==> src/rtl/ps2_kbd_port_if.sv <==
// PS/2 keyboard port signals: raw PS/2 lines and pop strobe in, key record and sticky flags out.
// master = bus/keyboard side, slave = ps2_kbd_port.
interface ps2_kbd_port_if;
    logic       ps2_clk;
    logic       ps2_data;
    logic       ps2kb_rd;
    logic [9:0] ps2kb_key;
    logic       fifo_overflow;
    logic       frame_err;

    modport master (
        output ps2_clk, ps2_data, ps2kb_rd,
        input  ps2kb_key, fifo_overflow, frame_err
    );

    modport slave (
        input  ps2_clk, ps2_data, ps2kb_rd,
        output ps2kb_key, fifo_overflow, frame_err
    );
endinterface

==> src/rtl/ps2_kbd_port.sv <==
// PS/2 keyboard receiver: deserialises frames, folds F0/E0 prefixes into {brk, code} records, queues them.
// Record visible 2 cycles after the synced STOP edge; a push into a full FIFO with no pop is dropped (sticky overflow).
module ps2_kbd_port #(
    parameter int FIFO_DEPTH  = 8,
    parameter int SYNC_STAGES = 2,
    parameter int TIMEOUT     = 20000
) (
    input  logic           clk,
    input  logic           rst,
    ps2_kbd_port_if.slave  bus
);
    localparam int AW = $clog2(FIFO_DEPTH);
    localparam int TW = $clog2(TIMEOUT + 1);
    localparam logic [TW-1:0] TMO_MAX = TW'(TIMEOUT);

    typedef struct packed {
        logic       brk;
        logic [7:0] code;
    } rec_t;

    typedef enum logic [1:0] {IDLE, DATA, PARITY, STOP} state_t;

    logic [SYNC_STAGES-1:0] clk_sync;
    logic [SYNC_STAGES-1:0] dat_sync;
    logic                   clk_prev;
    logic                   clk_s;
    logic                   dat_s;
    logic                   fall;

    state_t        state;
    logic [2:0]    bit_cnt;
    logic [7:0]    shreg;
    logic          par;
    logic [TW-1:0] tmo;
    logic          byte_vld;
    logic          frame_err;

    logic          brk_pend;
    logic          rec_vld;
    rec_t          mem [FIFO_DEPTH];
    logic [AW:0]   wr_ptr;
    logic [AW:0]   rd_ptr;
    logic          empty;
    logic          full;
    logic          push;
    logic          pop;
    logic          overflow;
    rec_t          head;

    // Reset to 1s so a reset never manufactures a falling edge on an idle bus.
    always_ff @(posedge clk) begin
        if (rst) begin
            clk_sync <= '1;
            dat_sync <= '1;
            clk_prev <= 1'b1;
        end else begin
            clk_sync <= {clk_sync[SYNC_STAGES-2:0], bus.ps2_clk};
            dat_sync <= {dat_sync[SYNC_STAGES-2:0], bus.ps2_data};
            clk_prev <= clk_s;
        end
    end

    assign clk_s = clk_sync[SYNC_STAGES-1];
    assign dat_s = dat_sync[SYNC_STAGES-1];
    assign fall  = clk_prev & ~clk_s;

    always_ff @(posedge clk) begin
        if (rst) begin
            state     <= IDLE;
            bit_cnt   <= '0;
            shreg     <= '0;
            par       <= 1'b0;
            tmo       <= '0;
            byte_vld  <= 1'b0;
            frame_err <= 1'b0;
        end else begin
            byte_vld <= 1'b0;
            if (fall)
                tmo <= '0;
            else if (tmo != TMO_MAX)
                tmo <= tmo + TW'(1);

            if (fall) begin
                case (state)
                    IDLE: begin
                        if (!dat_s) begin
                            state   <= DATA;
                            bit_cnt <= '0;
                        end else begin
                            frame_err <= 1'b1;
                        end
                    end
                    DATA: begin
                        shreg   <= {dat_s, shreg[7:1]};
                        bit_cnt <= bit_cnt + 3'd1;
                        if (bit_cnt == 3'd7)
                            state <= PARITY;
                    end
                    PARITY: begin
                        par   <= dat_s;
                        state <= STOP;
                    end
                    default: begin
                        state <= IDLE;
                        if (dat_s && (^shreg ^ par))
                            byte_vld <= 1'b1;
                        else
                            frame_err <= 1'b1;
                    end
                endcase
            end else if (state != IDLE && tmo == TMO_MAX) begin
                state     <= IDLE;
                frame_err <= 1'b1;
            end
        end
    end

    // shreg holds the accepted byte in the cycle after STOP; the next frame is many cycles away.
    assign rec_vld = byte_vld && (shreg != 8'hF0) && (shreg != 8'hE0);
    assign empty   = (wr_ptr == rd_ptr);
    assign full    = (wr_ptr[AW] != rd_ptr[AW]) && (wr_ptr[AW-1:0] == rd_ptr[AW-1:0]);
    assign pop     = bus.ps2kb_rd && !empty;
    assign push    = rec_vld && (!full || pop);

    always_ff @(posedge clk) begin
        if (rst) begin
            brk_pend <= 1'b0;
            wr_ptr   <= '0;
            rd_ptr   <= '0;
            overflow <= 1'b0;
        end else begin
            if (byte_vld) begin
                if (shreg == 8'hF0)
                    brk_pend <= 1'b1;
                else if (shreg != 8'hE0)
                    brk_pend <= 1'b0;
            end
            if (push)
                wr_ptr <= wr_ptr + (AW+1)'(1);
            if (pop)
                rd_ptr <= rd_ptr + (AW+1)'(1);
            if (rec_vld && full && !pop)
                overflow <= 1'b1;
        end
    end

    always_ff @(posedge clk) begin
        if (push)
            mem[wr_ptr[AW-1:0]] <= '{brk: brk_pend, code: shreg};
    end

    assign head              = mem[rd_ptr[AW-1:0]];
    assign bus.ps2kb_key     = empty ? 10'h000 : {1'b1, head};
    assign bus.fifo_overflow = overflow;
    assign bus.frame_err     = frame_err;
endmodule
==> src/flat_wrapper.sv <==
// flat-port wrapper written by rule: the top's interface ports become plain ports
module ps2_kbd_port_flat 
#(
    parameter int FIFO_DEPTH  = 8,
    parameter int SYNC_STAGES = 2,
    parameter int TIMEOUT     = 20000
)
  (clk, rst, bus_ps2_clk, bus_ps2_data, bus_ps2kb_rd, bus_ps2kb_key, bus_fifo_overflow, bus_frame_err);
  ps2_kbd_port_if bus_i ();
  input  logic clk;
  input  logic rst;
  input wire logic [$bits(bus_i.ps2_clk)-1:0] bus_ps2_clk;
  input wire logic [$bits(bus_i.ps2_data)-1:0] bus_ps2_data;
  input wire logic [$bits(bus_i.ps2kb_rd)-1:0] bus_ps2kb_rd;
  output wire logic [$bits(bus_i.ps2kb_key)-1:0] bus_ps2kb_key;
  output wire logic [$bits(bus_i.fifo_overflow)-1:0] bus_fifo_overflow;
  output wire logic [$bits(bus_i.frame_err)-1:0] bus_frame_err;
  assign bus_i.ps2_clk = bus_ps2_clk;
  assign bus_i.ps2_data = bus_ps2_data;
  assign bus_i.ps2kb_rd = bus_ps2kb_rd;
  assign bus_ps2kb_key = bus_i.ps2kb_key;
  assign bus_fifo_overflow = bus_i.fifo_overflow;
  assign bus_frame_err = bus_i.frame_err;
  ps2_kbd_port #(.FIFO_DEPTH(FIFO_DEPTH), .SYNC_STAGES(SYNC_STAGES), .TIMEOUT(TIMEOUT)) u_core (.clk(clk), .rst(rst), .bus(bus_i));
endmodule
==> config.mk <==
export PLATFORM = sky130hd
export DESIGN_NAME = ps2_kbd_port_flat
export DESIGN_NICKNAME = d
export VERILOG_FILES = /design/src/rtl/ps2_kbd_port_if.sv /design/src/rtl/ps2_kbd_port.sv /design/src/flat_wrapper.sv
export SDC_FILE = /design/constraint.sdc
export NUM_CORES = 1
export LEC_CHECK = 0
export ABC_AREA = 1
export CAP_MARGIN = 15
export CORE_ASPECT_RATIO = 1.4
export CORE_UTILIZATION = 54
export DETAILED_ROUTE_END_ITERATION = 10
export GPL_TIMING_DRIVEN = 0
export PLACE_DENSITY = 0.8
export SYNTH_ARGS = -nofsm -noshare
export SYNTH_HDL_FRONTEND = slang
export SYNTH_SLANG_ARGS = --single-unit
==> constraint.sdc <==
create_clock -name clk -period 4.8 [get_ports clk]
set_input_delay 1.44 -clock clk [delete_from_list [all_inputs] [get_ports clk]]
set_output_delay 1.44 -clock clk [all_outputs]
set_load 0.05 [all_outputs]
After elaboration in Yosys (flattened, before gate mapping)
Memories as Yosys holds them, arrays and structs flattened. A register that Yosys moved wholly into a read port is not among the register bits.
Cells that the tools add are included.

storage, ports and cells
  bits in writable memories = 72
  bits in registers = 46
  output and inout bits = 12
  memories = 1
  bits of input ports = 5
  logic and storage cells = 88

memories
  memory      words  width  rd ports  clocked after Yosys merged registers in  wr ports  RTL line            source
  u_core.mem  8      9      1         1                                        1         ps2_kbd_port.sv:40  rec_t mem [FIFO_DEPTH];

cells by class
  add/subtract/negate cells = 4
  multiplexer cells = 20
  reduce and logical (&&, ||, !) cells = 28
  bitwise gates (word level) = 4
  equality and inequality tests = 17

operator list
  kind                                                             count
  8-bit inequality test, second input constant                     2
  15-bit by 1-bit adder with 15-bit output, second input constant  1
  15-bit equality test, second input constant                      1
  15-bit inequality test, second input constant                    1
  10-bit 2-to-1 mux                                                1
  1-bit logical AND                                                9
  1-bit 2-to-1 mux                                                 9
  3-bit 2-to-1 mux                                                 3
  3-bit inequality test, second input constant                     3
  4-bit by 1-bit adder with 4-bit output, second input constant    2
  8-bit equality test, second input constant                       1
  2-bit 2-to-1 mux                                                 4
  2-bit nonzero test                                               4
  8-bit XOR reduction                                              1
  2-bit case mux with 3 select lines                               1
  3-bit case mux with 2 select lines                               1
  2-bit AND reduction                                              3
  3-bit AND reduction                                              2
  5-bit OR reduction                                               1
  4-bit equality test                                              1
  2-bit inequality test, second input constant                     2
  4-bit AND reduction                                              1
  2-bit OR reduction                                               2
  3-bit by 1-bit adder with 3-bit output, second input constant    1
  13 further kinds                                                 16

Depth between registers and ports, before layout
  depth after elaboration = 7
  depth in mapped cells = 13
  gate-level depth less buffers = 13

Worst setup path after synthesis
No wires, ideal clock.

  kind = register to output
  from = register u_core.wr_ptr[2]
  to = output bus_ps2kb_key[0]
  path buffers = 2
  arrival = 1826 ps
  setup slack = 1534 ps
  stages on the path, launching flop included = 8
  required time = 3360 ps
  cells stage by stage = dfxtp_1 clkbuf_2 xor2_1 nor2_1 nand2_1 buf_2 o21ai_0 nor2_1

on the way
  cells in the longest elaborated chain, start to end = 2

RTL lines
  element                   RTL line             source
  start: declaration        ps2_kbd_port.sv:41   logic [AW:0] wr_ptr;
  start signal: assignment  ps2_kbd_port.sv:139  wr_ptr <= wr_ptr + (AW+1)'(1);
  4-bit equality test       ps2_kbd_port.sv:120  assign empty = (wr_ptr == rd_ptr);
  10-bit 2-to-1 mux         ps2_kbd_port.sv:153  assign bus.ps2kb_key = empty ? 10'h000 : {1'b1, head};
  end: declaration          flat_wrapper.sv:15   output wire logic [$bits(bus_i.ps2kb_key)-1:0] bus_ps2kb_key;

Every way passes these cells.

==> impl_metrics.toml <==
[run_status]
result_of_the_run = "complete, but fails checks"
failed_checks = "design-rule violations"

[clocking]
ctsHoldBuffers = 0
cts_made_buffers = 17
cts_root_cell = "sky130_fd_sc_hd__clkbuf_16"
clock_latency_late_sink_ns = 0.41
cts_tree = "built"
clock_sink_count = 121
clock_slew_at_the_register_clock_pins_of_the_worst_setup_and_hold_paths_ns = 0.05
cts_resized = 0
postCtsSetupRepairBufs = 0
ctsHtreeMaxLevel = 4
clock_tree.buffer_depth = 2

[global_routing]
grtUsageMet1 = 0.228
use_met3 = 0.0666
gr-total-overflow = 0
first_global_vias = 3838
globalRoute.busiestLayer = "met2"
grt.met2_usage = 0.437
grt_max_degree = 17
number_of_antenna_violations_at_the_first_check_in_global_routing = 0
wire_length_of_the_first_global_routing_pass_mm = 17.2
tot_gr_track_use = 0.236

[routing]
ant_nets = 0
pre_repair_dr_iteration_count = 8
finalWirelength_mm = 10.6
drt_first_iter_violations = 248
drt-wirelength-per-cell_um = 15.9
drt_drc_violations_left = 3
via_count = 3787
vias_per_instance = 5.64

[power_and_ir_drop]
total_leakage_power_nw = 2.07
power.density_nw_per_um2 = 411
ir_worst_vdd_mv = 0.264

[synthesis]
synth_top_cell_by_area = "sky130_fd_sc_hd__edfxtp_1"
synthMostInstantiatedCell = "sky130_fd_sc_hd__nor2_1"
synth_top_area_frac = 0.423
synth_seq_cells = 121
async_flop_share = 0
synthesis.nets = 534
synth_commonest_cells = "sky130_fd_sc_hd__nor2_1 (99), sky130_fd_sc_hd__edfxtp_1 (72), sky130_fd_sc_hd__nand2_1 (67)"
warnings_synthesis = 0
netlist_top_cells_area = "sky130_fd_sc_hd__edfxtp_1 (42%), sky130_fd_sc_hd__dfxtp_1 (19%), sky130_fd_sc_hd__nor2_1 (7.3%)"
yosysSeqAreaShare = 0.616
postSynth.topFlopCell = "sky130_fd_sc_hd__edfxtp_1"
synth_cell_type_count = 33
syn-mean-instance-area_um2 = 9.91
synth-edff-count = 72
syn_area_um2 = 5110
netlist_instances = 515

[worst_hold_path]
min_delay_path_depth = 1
hp-class = "flop to flop"
holdPathEnd = "u_core.clk_sync[1]"
hold_path_startpoint = "u_core.clk_sync[0]"

[critical_path]
timing.critical_path.arrival_ns = 2.95
worstReg2RegEnd = "u_core.mem[0][4]"
reg2reg_from = "u_core.shreg[4]"
crit_slowest_cell = "sky130_fd_sc_hd__clkdlybuf4s50_1"
critical-path-top-delay-family = "buffers and inverters"
critical_path_class = "flop to primary output"
worst-endpoint-required_ns = 3.36
cp_max_fo = 10
timing.critical_path.mode_cell = "sky130_fd_sc_hd__nor2_1"
worstPathCellList = "buf_4, clkinv_1, buf_2, nor2_1, o32ai_1, nor2_1, nor2_1, clkdlybuf4s50_1"
cp-end-kind = "primary output"
timing.critical_path.from_type = "flop"
r2r_cells = 8
critPathMaxStageDelay_ns = 0.82
rrSetupSlack_ns = 2.00
critical_path.n_buffers_inverters = 4

[layout]
num-nets-final = 570
synthToLayoutAreaGrowth_pct = 17.6
fill_cells = 660
final_area_um2 = 6000
share_of_layout_cells_above_drive_strength_1 = 0.0940
finalCoreUtilization = 0.661
antenna-diode-count = 0

[sta]
setup_violations = 0
tightestPinTransition_ns = 0.930
timing.final.max_slew_violations = 0
setup_tns_ns = 0
finalCritPeriodShare = 0.915
maxClockFrequency_mhz = 228
finalClockSkew_ns = 0.00886
finalWorstPathRequiredPeriod_ns = 4.39
grt_setup_unrepaired = "no"
worst_hold_slack_ns = 0.404
maxSlewHeadroom = 0.378
timing_hold_violations_final = 0

[floorplan]
die_h_um = 117
std_cell_rows = 41
floorplan.core_area_um2 = 9080
number_of_top_level_pins = 17
fp.dieArea_um2 = 9850
initial_utilization = 0.562
die_width_um = 84.2

[run]
count_of_max_cap_constraint_violations = 0

[placement]
io_buffers = 16
placedInstanceArea_um2 = 5410
dp_hpwl_mm = 7.07
place_congestion = 0.831
## final cells by class
type                       count  area [um2]  share of cell area
buffer                        19        85.1              0.0142
tap                          107         134              0.0223
timing repair buffer          17         168              0.0279
sequential                   121        3140               0.523
clock buffer                  23         468              0.0779
multi-input combinational    331        1720               0.286
inverter                      44         165              0.0275
clock inverter                 9         123              0.0204
## stage by stage
| step | total power, mW | instances | setup slack (ns) |
|---|---|---|---|
| after detailed placement | 1.24 | 639 | 0.902 |
| after floorplan | 1.20 | 515 | 1.53 |
| final | 2.47 | 671 | 0.409 |
| after global placement | 1.23 | 638 | 0.896 |
| after CTS | 2.48 | 671 | 0.461 |
| after global routing | 2.55 | 671 | 0.316 |
## worst register-to-register path: stages, from the launching register on
cell and delay [ns]:
sky130_fd_sc_hd__dfxtp_1 0.59, sky130_fd_sc_hd__inv_1 0.14, sky130_fd_sc_hd__ha_1 0.23, sky130_fd_sc_hd__nand4_1 0.10
sky130_fd_sc_hd__nand2_1 0.09, sky130_fd_sc_hd__nor2_1 0.19, sky130_fd_sc_hd__nand2_4 0.11, sky130_fd_sc_hd__or2_1 0.26
sky130_fd_sc_hd__nor2_1 0.72
## cell families after synthesis
kind of cell / Yosys count / synth area share
and+or+nand+nor: 209 / 0.173
AOI/OAI and AO/OA: 97 / 0.109
xor gates and xnor gates: 11 / 0.0189
adders and majority gates: 14 / 0.0343
buffers and inverters: 63 / 0.0490
DFF: 121 / 0.616
## layout by cell type, fill, tap and decap left out, types with 2 or more instances in the layout
| cell type | n |
|---|---|
| sky130_fd_sc_hd__inv_1 | 40 |
| sky130_fd_sc_hd__o32ai_1 | 18 |
| sky130_fd_sc_hd__bufinv_16 | 3 |
| sky130_fd_sc_hd__o21ai_0 | 42 |
| sky130_fd_sc_hd__nor3_1 | 8 |
| sky130_fd_sc_hd__dfxtp_1 | 49 |
| sky130_fd_sc_hd__nor2_1 | 99 |
| sky130_fd_sc_hd__xor2_1 | 6 |
| sky130_fd_sc_hd__ha_1 | 14 |
| sky130_fd_sc_hd__xnor2_1 | 5 |
| sky130_fd_sc_hd__clkbuf_2 | 2 |
| sky130_fd_sc_hd__clkdlybuf4s50_1 | 16 |
| sky130_fd_sc_hd__buf_2 | 6 |
| sky130_fd_sc_hd__nand2_1 | 67 |
| sky130_fd_sc_hd__nand3_1 | 13 |
| sky130_fd_sc_hd__a21oi_1 | 34 |
| sky130_fd_sc_hd__clkinv_2 | 2 |
| sky130_fd_sc_hd__clkbuf_1 | 13 |
| sky130_fd_sc_hd__or2_2 | 6 |
| sky130_fd_sc_hd__edfxtp_1 | 72 |
| sky130_fd_sc_hd__inv_2 | 3 |
| sky130_fd_sc_hd__clkbuf_8 | 2 |
| sky130_fd_sc_hd__clkinv_1 | 3 |
| sky130_fd_sc_hd__nor2_2 | 3 |
| sky130_fd_sc_hd__clkinvlp_4 | 2 |
| sky130_fd_sc_hd__nand4_1 | 6 |
| sky130_fd_sc_hd__buf_4 | 2 |
| sky130_fd_sc_hd__clkbuf_16 | 17 |
## sequential cells by signal (all words and copies together) (netlist names), 2 cells and up, named ones only
| signal | cells |
|---|---|
| u_core.shreg | 8 |
| u_core.rd_ptr | 4 |
| u_core.tmo | 15 |
| u_core.bit_cnt | 3 |
| u_core.clk_sync | 2 |
| u_core.mem | 72 |
| u_core.dat_sync | 2 |
| u_core.state | 2 |
| u_core.wr_ptr | 4 |
## how the worst max path moves through the flow
stage                startpoint                to  slack, ns  cells past startpoint
2_1_floorplan  u_core.wr_ptr[2]  bus_ps2kb_key[0]       1.53                      7
3_3_place_gp               flop  bus_ps2kb_key[4]       0.90                      8
3_5_place_dp               flop  bus_ps2kb_key[4]       0.90                      8
4_1_cts                    flop  bus_ps2kb_key[4]       0.46                      8
5_1_grt                    flop  bus_ps2kb_key[4]       0.32                      8
6_report                   flop  bus_ps2kb_key[4]       0.41                      8
## where the power goes
part           internal (mW)  switching [mW]
clock network          0.837           0.417
registers               1.10         0.00573
logic                 0.0376          0.0774
total                   1.97           0.500
## layer usage
metal,vias up,wire length [um]
met5,-,0
met4,0,454
met3,36,469
met2,128,5680
met1,1788,4040
li1,1835,-
No activity file was read; power rests on OpenSTA's default activity.
